--- src/rtl/a2d_rr_sampler_if.sv ---
// SPI-master handshake bundle between the round-robin sampler and the SPI master.
// The sampler is the master side; the SPI master block is the slave side.
interface a2d_rr_sampler_if;
    logic        wrt;
    logic [15:0] cmd;
    logic        done;
    logic [15:0] rd_data;

    modport master (
        output wrt,
        output cmd,
        input  done,
        input  rd_data
    );

    modport slave (
        input  wrt,
        input  cmd,
        output done,
        output rd_data
    );
endinterface

--- src/rtl/a2d_rr_sampler.sv ---
// Round-robin A2D sampler: periodic sweep of channels through the SPI master,
// one command and one read transaction per channel, results held in a bank.
module a2d_rr_sampler #(
    parameter int NUM_CH = 8,
    parameter int PERIOD = 4096,
    parameter int GAP    = 2
) (
    input  logic                clk,
    input  logic                rst_n,
    input  logic                en,
    a2d_rr_sampler_if.master    spi,
    input  logic [2:0]          rd_chnl,
    output logic [11:0]         res,
    output logic [2:0]          res_chnl,
    output logic                cnv_cmplt,
    output logic                ovr
);

    localparam int PW = (PERIOD > 2) ? $clog2(PERIOD) : 1;
    localparam int GW = $clog2(GAP + 1);
    localparam logic [PW-1:0] PER_LAST = PW'(PERIOD - 1);
    localparam logic [GW-1:0] GAP_LD   = GW'(GAP);
    localparam logic [2:0]    CH_LAST  = 3'(NUM_CH - 1);

    typedef enum logic [2:0] {
        S_IDLE,
        S_CMD,
        S_WAIT_C,
        S_GAP,
        S_RD,
        S_WAIT_R,
        S_NEXT
    } state_t;

    state_t        state_q, state_d;
    logic [2:0]    chnl_q, chnl_d;
    logic [GW-1:0] gap_q, gap_d;
    logic [15:0]   cmd_q, cmd_d;
    logic [PW-1:0] per_q, per_d;
    logic          done_ff_q;
    logic          ovr_q, ovr_d;
    logic          cnv_q;
    logic [2:0]    res_chnl_q;
    logic [11:0]   bank_q [8];
    logic          tick;
    logic          xfer_end;
    logic          wr_bank;
    logic          unused_hi;

    assign tick      = en && (per_q == PER_LAST);
    assign xfer_end  = spi.done && !done_ff_q;
    assign unused_hi = &{1'b0, spi.rd_data[15:12]};

    always_comb begin
        per_d = per_q + 1'b1;
        if (!en || tick) begin
            per_d = '0;
        end
    end

    // A tick that finds a sweep in flight is dropped and only flagged.
    always_comb begin
        ovr_d = ovr_q;
        if (!en) begin
            ovr_d = 1'b0;
        end else if (tick && state_q != S_IDLE) begin
            ovr_d = 1'b1;
        end
    end

    always_comb begin
        state_d = state_q;
        chnl_d  = chnl_q;
        gap_d   = gap_q;
        cmd_d   = cmd_q;
        wr_bank = 1'b0;
        unique case (state_q)
            S_IDLE: begin
                if (tick) begin
                    state_d = S_CMD;
                    chnl_d  = '0;
                end
            end
            S_CMD: begin
                state_d = S_WAIT_C;
            end
            S_WAIT_C: begin
                if (xfer_end) begin
                    state_d = S_GAP;
                    gap_d   = GAP_LD;
                end
            end
            S_GAP: begin
                if (gap_q == GW'(1)) begin
                    state_d = S_RD;
                end else begin
                    gap_d = gap_q - 1'b1;
                end
            end
            S_RD: begin
                state_d = S_WAIT_R;
            end
            S_WAIT_R: begin
                if (xfer_end) begin
                    wr_bank = 1'b1;
                    state_d = S_NEXT;
                end
            end
            S_NEXT: begin
                if (chnl_q == CH_LAST || !en) begin
                    state_d = S_IDLE;
                    chnl_d  = '0;
                end else begin
                    state_d = S_CMD;
                    chnl_d  = chnl_q + 1'b1;
                end
            end
            default: begin
                state_d = S_IDLE;
            end
        endcase
        // Load the packet on entry so it is already valid in the wrt cycle.
        if (state_d == S_CMD || state_d == S_RD) begin
            cmd_d = {2'b00, chnl_d, 11'h000};
        end
    end

    always_ff @(posedge clk) begin
        if (!rst_n) begin
            state_q    <= S_IDLE;
            chnl_q     <= '0;
            gap_q      <= '0;
            cmd_q      <= '0;
            per_q      <= '0;
            done_ff_q  <= 1'b1;
            ovr_q      <= 1'b0;
            cnv_q      <= 1'b0;
            res_chnl_q <= '0;
            for (int i = 0; i < 8; i++) begin
                bank_q[i] <= '0;
            end
        end else begin
            state_q   <= state_d;
            chnl_q    <= chnl_d;
            gap_q     <= gap_d;
            cmd_q     <= cmd_d;
            per_q     <= per_d;
            done_ff_q <= spi.done;
            ovr_q     <= ovr_d;
            cnv_q     <= wr_bank;
            if (wr_bank) begin
                bank_q[chnl_q] <= spi.rd_data[11:0];
                res_chnl_q     <= chnl_q;
            end
        end
    end

    assign spi.wrt   = (state_q == S_CMD) || (state_q == S_RD);
    assign spi.cmd   = cmd_q;
    assign cnv_cmplt = cnv_q;
    assign res_chnl  = res_chnl_q;
    assign ovr       = ovr_q;
    assign res       = (int'(rd_chnl) < NUM_CH) ? bank_q[rd_chnl] : 12'h000;

endmodule

--- src/flat_wrapper.sv ---
// flat-port wrapper written by rule: the top's interface ports become plain ports
module a2d_rr_sampler_flat 
#(
    parameter int NUM_CH = 8,
    parameter int PERIOD = 4096,
    parameter int GAP    = 2
)
  (clk, rst_n, en, rd_chnl, res, res_chnl, cnv_cmplt, ovr, spi_wrt, spi_cmd, spi_done, spi_rd_data);
  a2d_rr_sampler_if spi_i ();
  input  logic clk;
  input  logic rst_n;
  input  logic en;
  input  logic [2:0] rd_chnl;
  output logic [11:0] res;
  output logic [2:0] res_chnl;
  output logic cnv_cmplt;
  output logic ovr;
  output wire logic [$bits(spi_i.wrt)-1:0] spi_wrt;
  output wire logic [$bits(spi_i.cmd)-1:0] spi_cmd;
  input wire logic [$bits(spi_i.done)-1:0] spi_done;
  input wire logic [$bits(spi_i.rd_data)-1:0] spi_rd_data;
  assign spi_wrt = spi_i.wrt;
  assign spi_cmd = spi_i.cmd;
  assign spi_i.done = spi_done;
  assign spi_i.rd_data = spi_rd_data;
  a2d_rr_sampler #(.NUM_CH(NUM_CH), .PERIOD(PERIOD), .GAP(GAP)) u_core (.clk(clk), .rst_n(rst_n), .en(en), .spi(spi_i), .rd_chnl(rd_chnl), .res(res), .res_chnl(res_chnl), .cnv_cmplt(cnv_cmplt), .ovr(ovr));
endmodule
--- config.mk ---
export PLATFORM = sky130hd
export DESIGN_NAME = a2d_rr_sampler_flat
export DESIGN_NICKNAME = d
export VERILOG_FILES = /design/src/rtl/a2d_rr_sampler_if.sv /design/src/rtl/a2d_rr_sampler.sv /design/src/flat_wrapper.sv
export SDC_FILE = /design/constraint.sdc
export NUM_CORES = 1
export LEC_CHECK = 0
export BUFFER_PORTS_ARGS = -buffer_cell sky130_fd_sc_hd__buf_2
export CAP_MARGIN = 10
export CELL_PAD_IN_SITES_DETAIL_PLACEMENT = 0
export CELL_PAD_IN_SITES_GLOBAL_PLACEMENT = 1
export CORE_MARGIN = 5
export CORE_UTILIZATION = 35
export DETAILED_ROUTE_END_ITERATION = 10
export PLACE_DENSITY = 0.74
export SLEW_MARGIN = 10
export SYNTH_ARGS = -nofsm -noshare
export SYNTH_HDL_FRONTEND = slang
export SYNTH_SLANG_ARGS = --single-unit
--- constraint.sdc ---
create_clock -name clk -period 2.4 [get_ports clk]
set_clock_uncertainty 0.15 [all_clocks]
set_input_delay 0.12 -clock clk [delete_from_list [all_inputs] [get_ports clk]]
set_output_delay 0.12 -clock clk [all_outputs]
set_load 0.02 [all_outputs]
==> impl_summary.md <==
Worst setup path
The cell repeated most along the worst path is mux2_4. Traced cell by cell, the critical path runs through buf_4, nand3b_1, nor3b_2, a221o_2, mux2_4, mux2_4. The worst register-to-register path begins at u_core.state_q[0]. The capturing instance or port of the critical path is u_core.spi.cmd[11]. The critical path required time is about 2.6 ns. For this run, the slowest stage of the critical path takes between 0.3 and 0.4 ns. The cell with the biggest individual delay on the critical path is dfxtp_1.

The type of the setup path with the least slack is flop to flop. The worst setup path is launched from a flop. The category of the worst setup path capture point is a flop.

The capture instance of the worst register-to-register path is u_core.spi.cmd[11]. Counting cells, the worst reg-to-reg path comes to 6. The first element of the critical path is u_core.state_q[0]. The biggest fanout along the worst timing path is 10. The worst register-to-register path has a setup slack of around 0.25 ns.

The arrival time of the worst setup path is roughly 2.3 ns.

Cells and area
The finished cells cover roughly 0.007 mm². Of the cells placed in the final design, the portion with a size suffix greater than 1 is 0.285. The area growth from synthesis to layout is 21.8%.

The utilization of the core after routing is 0.432. The library cells used most frequently in the layout, excluding fill and tap cells, are 97 x and2_1, 96 x edfxtp_1, 39 x buf_2, 29 x dfxtp_1, 27 x buf_4. The count of nets after finishing is between 500 and 600. The final instance count without filler cells is 735. Leaving out fill and tap cells, the most frequent cell in the layout is and2_1. The repair_antennas step left the layout with diodes totalling 0.

Floorplan
The die covers 0.0194 mm². The initial utilization of the core area, before any placement, comes to 0.354. The die is 139 µm wide. The standard cell core area is 0.0165 mm². between 50 and 60 I/O pins were placed.

The height of the chip is 139 µm. The floorplan has 47 rows.

Global route
The first global-routing pass estimated about 20,000 µm of wire. The number of antenna violations at the first check in global routing is 0. The overall global routing resource usage is 0.138. The number of global-route vias before repair is roughly 3,700. Summed over all layers, the global routing overflow is 0.

Entering global routing, the biggest net connects 26 pins.

Clocking
The CTS tree is built. The clock passes through at most 2 buffers. For this design, the sink count on the clock tree is ~130.

After clock tree synthesis, the setup repair step added 0 buffers. The post-cts hold buffer count is 15. The CTS root buffer is clkbuf_16. The later pin in the worst-skew pair is clocked with a latency of ~0.41 ns.

The H-tree was split into 4 levels. The number of buffers created by CTS is 17. Post-CTS repair changed the size of 0 cells.

Clock-pin slew was measured on the worst setup and hold paths at roughly 0.05 ns.

Worst hold path
The worst hold path belongs to the class primary input to flop.

Detailed routing
The count of unresolved DRC violations after routing is 0. Dividing the detail-routed wire length by the instance count gives ~17 µm. The length of the first detailed-routing pass in iterations is 4. For this block, the via count after detailed routing is ~3,500. After detailed routing, the total wire length is 12,600 µm. In this run the remaining antenna-violating nets after routing total 0. In this run, the number of DRC markers left after iteration 0 of detailed routing was 211. In the routed layout, each cell is associated on average with a via count of 4.76.

Placement
The standard cell area after detailed placement is 0.00641 mm². The HPWL reported at the end of detailed placement is 8320 µm. The post-place setup slack is 0.264 ns. At the end of routability-driven placement, the weighted congestion stood at 0.751.

The total of buffers placed on input and output ports is 39. Including well taps, the total number of placed cells is between 600 and 700.

Synth
Of the total synthesized cell area, the portion taken by AND, OR, NAND and NOR gates is 0.187. The post-synthesis average cell area is between 10 and 15 µm². Of the post-synthesis cell area, the dominant cell type holds 0.494. The synthesized-area fraction occupied by xor and xnor cells is 0.0165. The multiplexer share of the synthesized area is 0.131. Of all flip-flops after synthesis, the portion carrying an async set or reset was 0. The number of instances in the synthesized netlist is ~430. The largest family of logic cells by synthesized area is simple AND/OR/NAND/NOR gates. For this run, the leading register cell type out of synthesis is edfxtp_1. Of the total synthesized cell area, the portion taken by full adders, half adders and majority gates is 0.00858.

The share of the synthesized area in compound gates (AO/OA/AOI/OAI) is 0.0251. The Yosys step of the flow raised 0 warnings. The area of the mapped netlist is about 0.0058 mm².

The cell taking the most area after synthesis is edfxtp_1. The number of synthesized flops with an enable pin is between 90 and 100. The proportion of synthesized chip area in sequential cells is 0.593. By area the synthesized netlist is led by edfxtp_1 49%, and2_1 10%, dfxtp_1 9.9%, mux4_2 9.3%, mux2_2 2.3%. The synthesized flop and latch total is 125. The number of different library cells used by synthesis comes to 46.

Outcome
The flow ran to the end, and the final reports show no timing, DRC or antenna violations.

Timing
The maximum frequency from static timing analysis is around 470 MHz. The shortest clock period the worst path allows after layout is around 2.2 ns. The fraction of the cycle the final worst path needs is 0.896.

Once routing completed, OpenROAD measured the worst setup slack at roughly 0.25 ns. For the final routed database, the setup TNS stands at 0 ns. Setup repair after global routing left no endpoint under its margin. The final count of hold timing violations is 0.

Setup violations remaining at the end of the flow were counted as 0. The max-slew violation count was 0.

Power and ir drop
The worst ir drop on vdd is slightly above 0.5 mV. Power spread over the standard cell area amounts to slightly above 700 mW/mm². Summed over all cells, the static leakage comes to approximately 2.8 nW.

Run
The number of max-cap violations is 0.
==> routing by layer <==
layer,track usage,vias to the layer above,share of wire
met1,0.163,1738,0.41
met5,0,-,0
met3,0.0410,19,0.047
met2,0.242,87,0.52
met4,0.0453,0,0.019
li1,-,1657,-
==> sequential cells by signal (all words and copies together) (netlist names) <==
signal	cells
u_core.cnv_cmplt	1
u_core.spi.cmd	3
u_core.ovr	1
u_core.res_chnl	3
u_core.chnl_q	3
u_core.per_q	12
u_core.state_q	3
u_core.bank_q	96
u_core.done_ff_q	1
u_core.gap_q	2
==> power by group <==
group          leakage (nW)  switching, mW  total, mW  internal (mW)
clock network         0.267          0.903       2.41           1.50
registers              1.23         0.0156       2.40           2.38
logic                  1.31          0.181      0.320          0.139
total                  2.80           1.10       5.12           4.02
==> final cells by class <==
| type | instances | area, µm² |
|---|---|---|
| fillers | 1533 | 9360 |
| inverters | 4 | 15.0 |
| clock buffers | 18 | 429 |
| multi-input cells | 272 | 2200 |
| repair buffers | 84 | 608 |
| well taps | 220 | 275 |
| clock inverters | 12 | 124 |
| flip-flops and latches | 125 | 3460 |
==> metrics by stage <==
| step | hold slack (ns) | power (mW) |
|---|---|---|
| after floorplan | 0.0715 | 2.64 |
| after global placement | 0.198 | 2.74 |
| after detailed placement | 0.203 | 2.75 |
| after CTS | 0.0415 | 5.19 |
| after global routing | 0.0651 | 5.33 |
| final | 0.0592 | 5.12 |
==> critical path, delay by kind of cell (launching register included) <==
kind                   cells  cell delay [ns]
DFF                        1             0.33
buffers and inverters      1             0.17
and+or+nand+nor            2             0.55
muxes                      2             0.63
AOI/OAI and AO/OA          1             0.19
==> worst min path at each step <==
stage / startpoint / to / slack, ns / cells past startpoint
after floorplan: spi_done / u_core.done_ff_q / 0.07 / 1
after global placement: spi_done / u_core.done_ff_q / 0.20 / 2
after detailed placement: spi_done / u_core.done_ff_q / 0.20 / 2
after CTS: rst_n / u_core.state_q[0] / 0.04 / 3
after global routing: rst_n / u_core.state_q[0] / 0.07 / 3
final: rst_n / u_core.state_q[0] / 0.06 / 3
==> logic make-up after synthesis <==
kind of cell	count (synthesis)
other	1
adders and majority gates	4
DFF	125
muxes	44
and+or+nand+nor	179
AOI/OAI and AO/OA	21
buffers and inverters	40
xor gates and xnor gates	11
==> Yosys cell counts, types with 3 or more instances <==
library cell	instances
xor2_1	7
and3_1	3
dfxtp_1	29
xnor2_1	4
nor2b_1	6
nand2b_1	8
mux2_2	12
inv_1	4
ha_1	4
nand3_1	10
buf_4	15
o21ai_1	6
nand2_1	11
nor3_1	5
mux4_2	24
and2_1	97
mux2i_1	6
nand3b_1	3
edfxtp_1	96
clkbuf_1	13
buf_2	5
nor2_1	25
and2b_2	3
(Power assumes the default switching activity.)
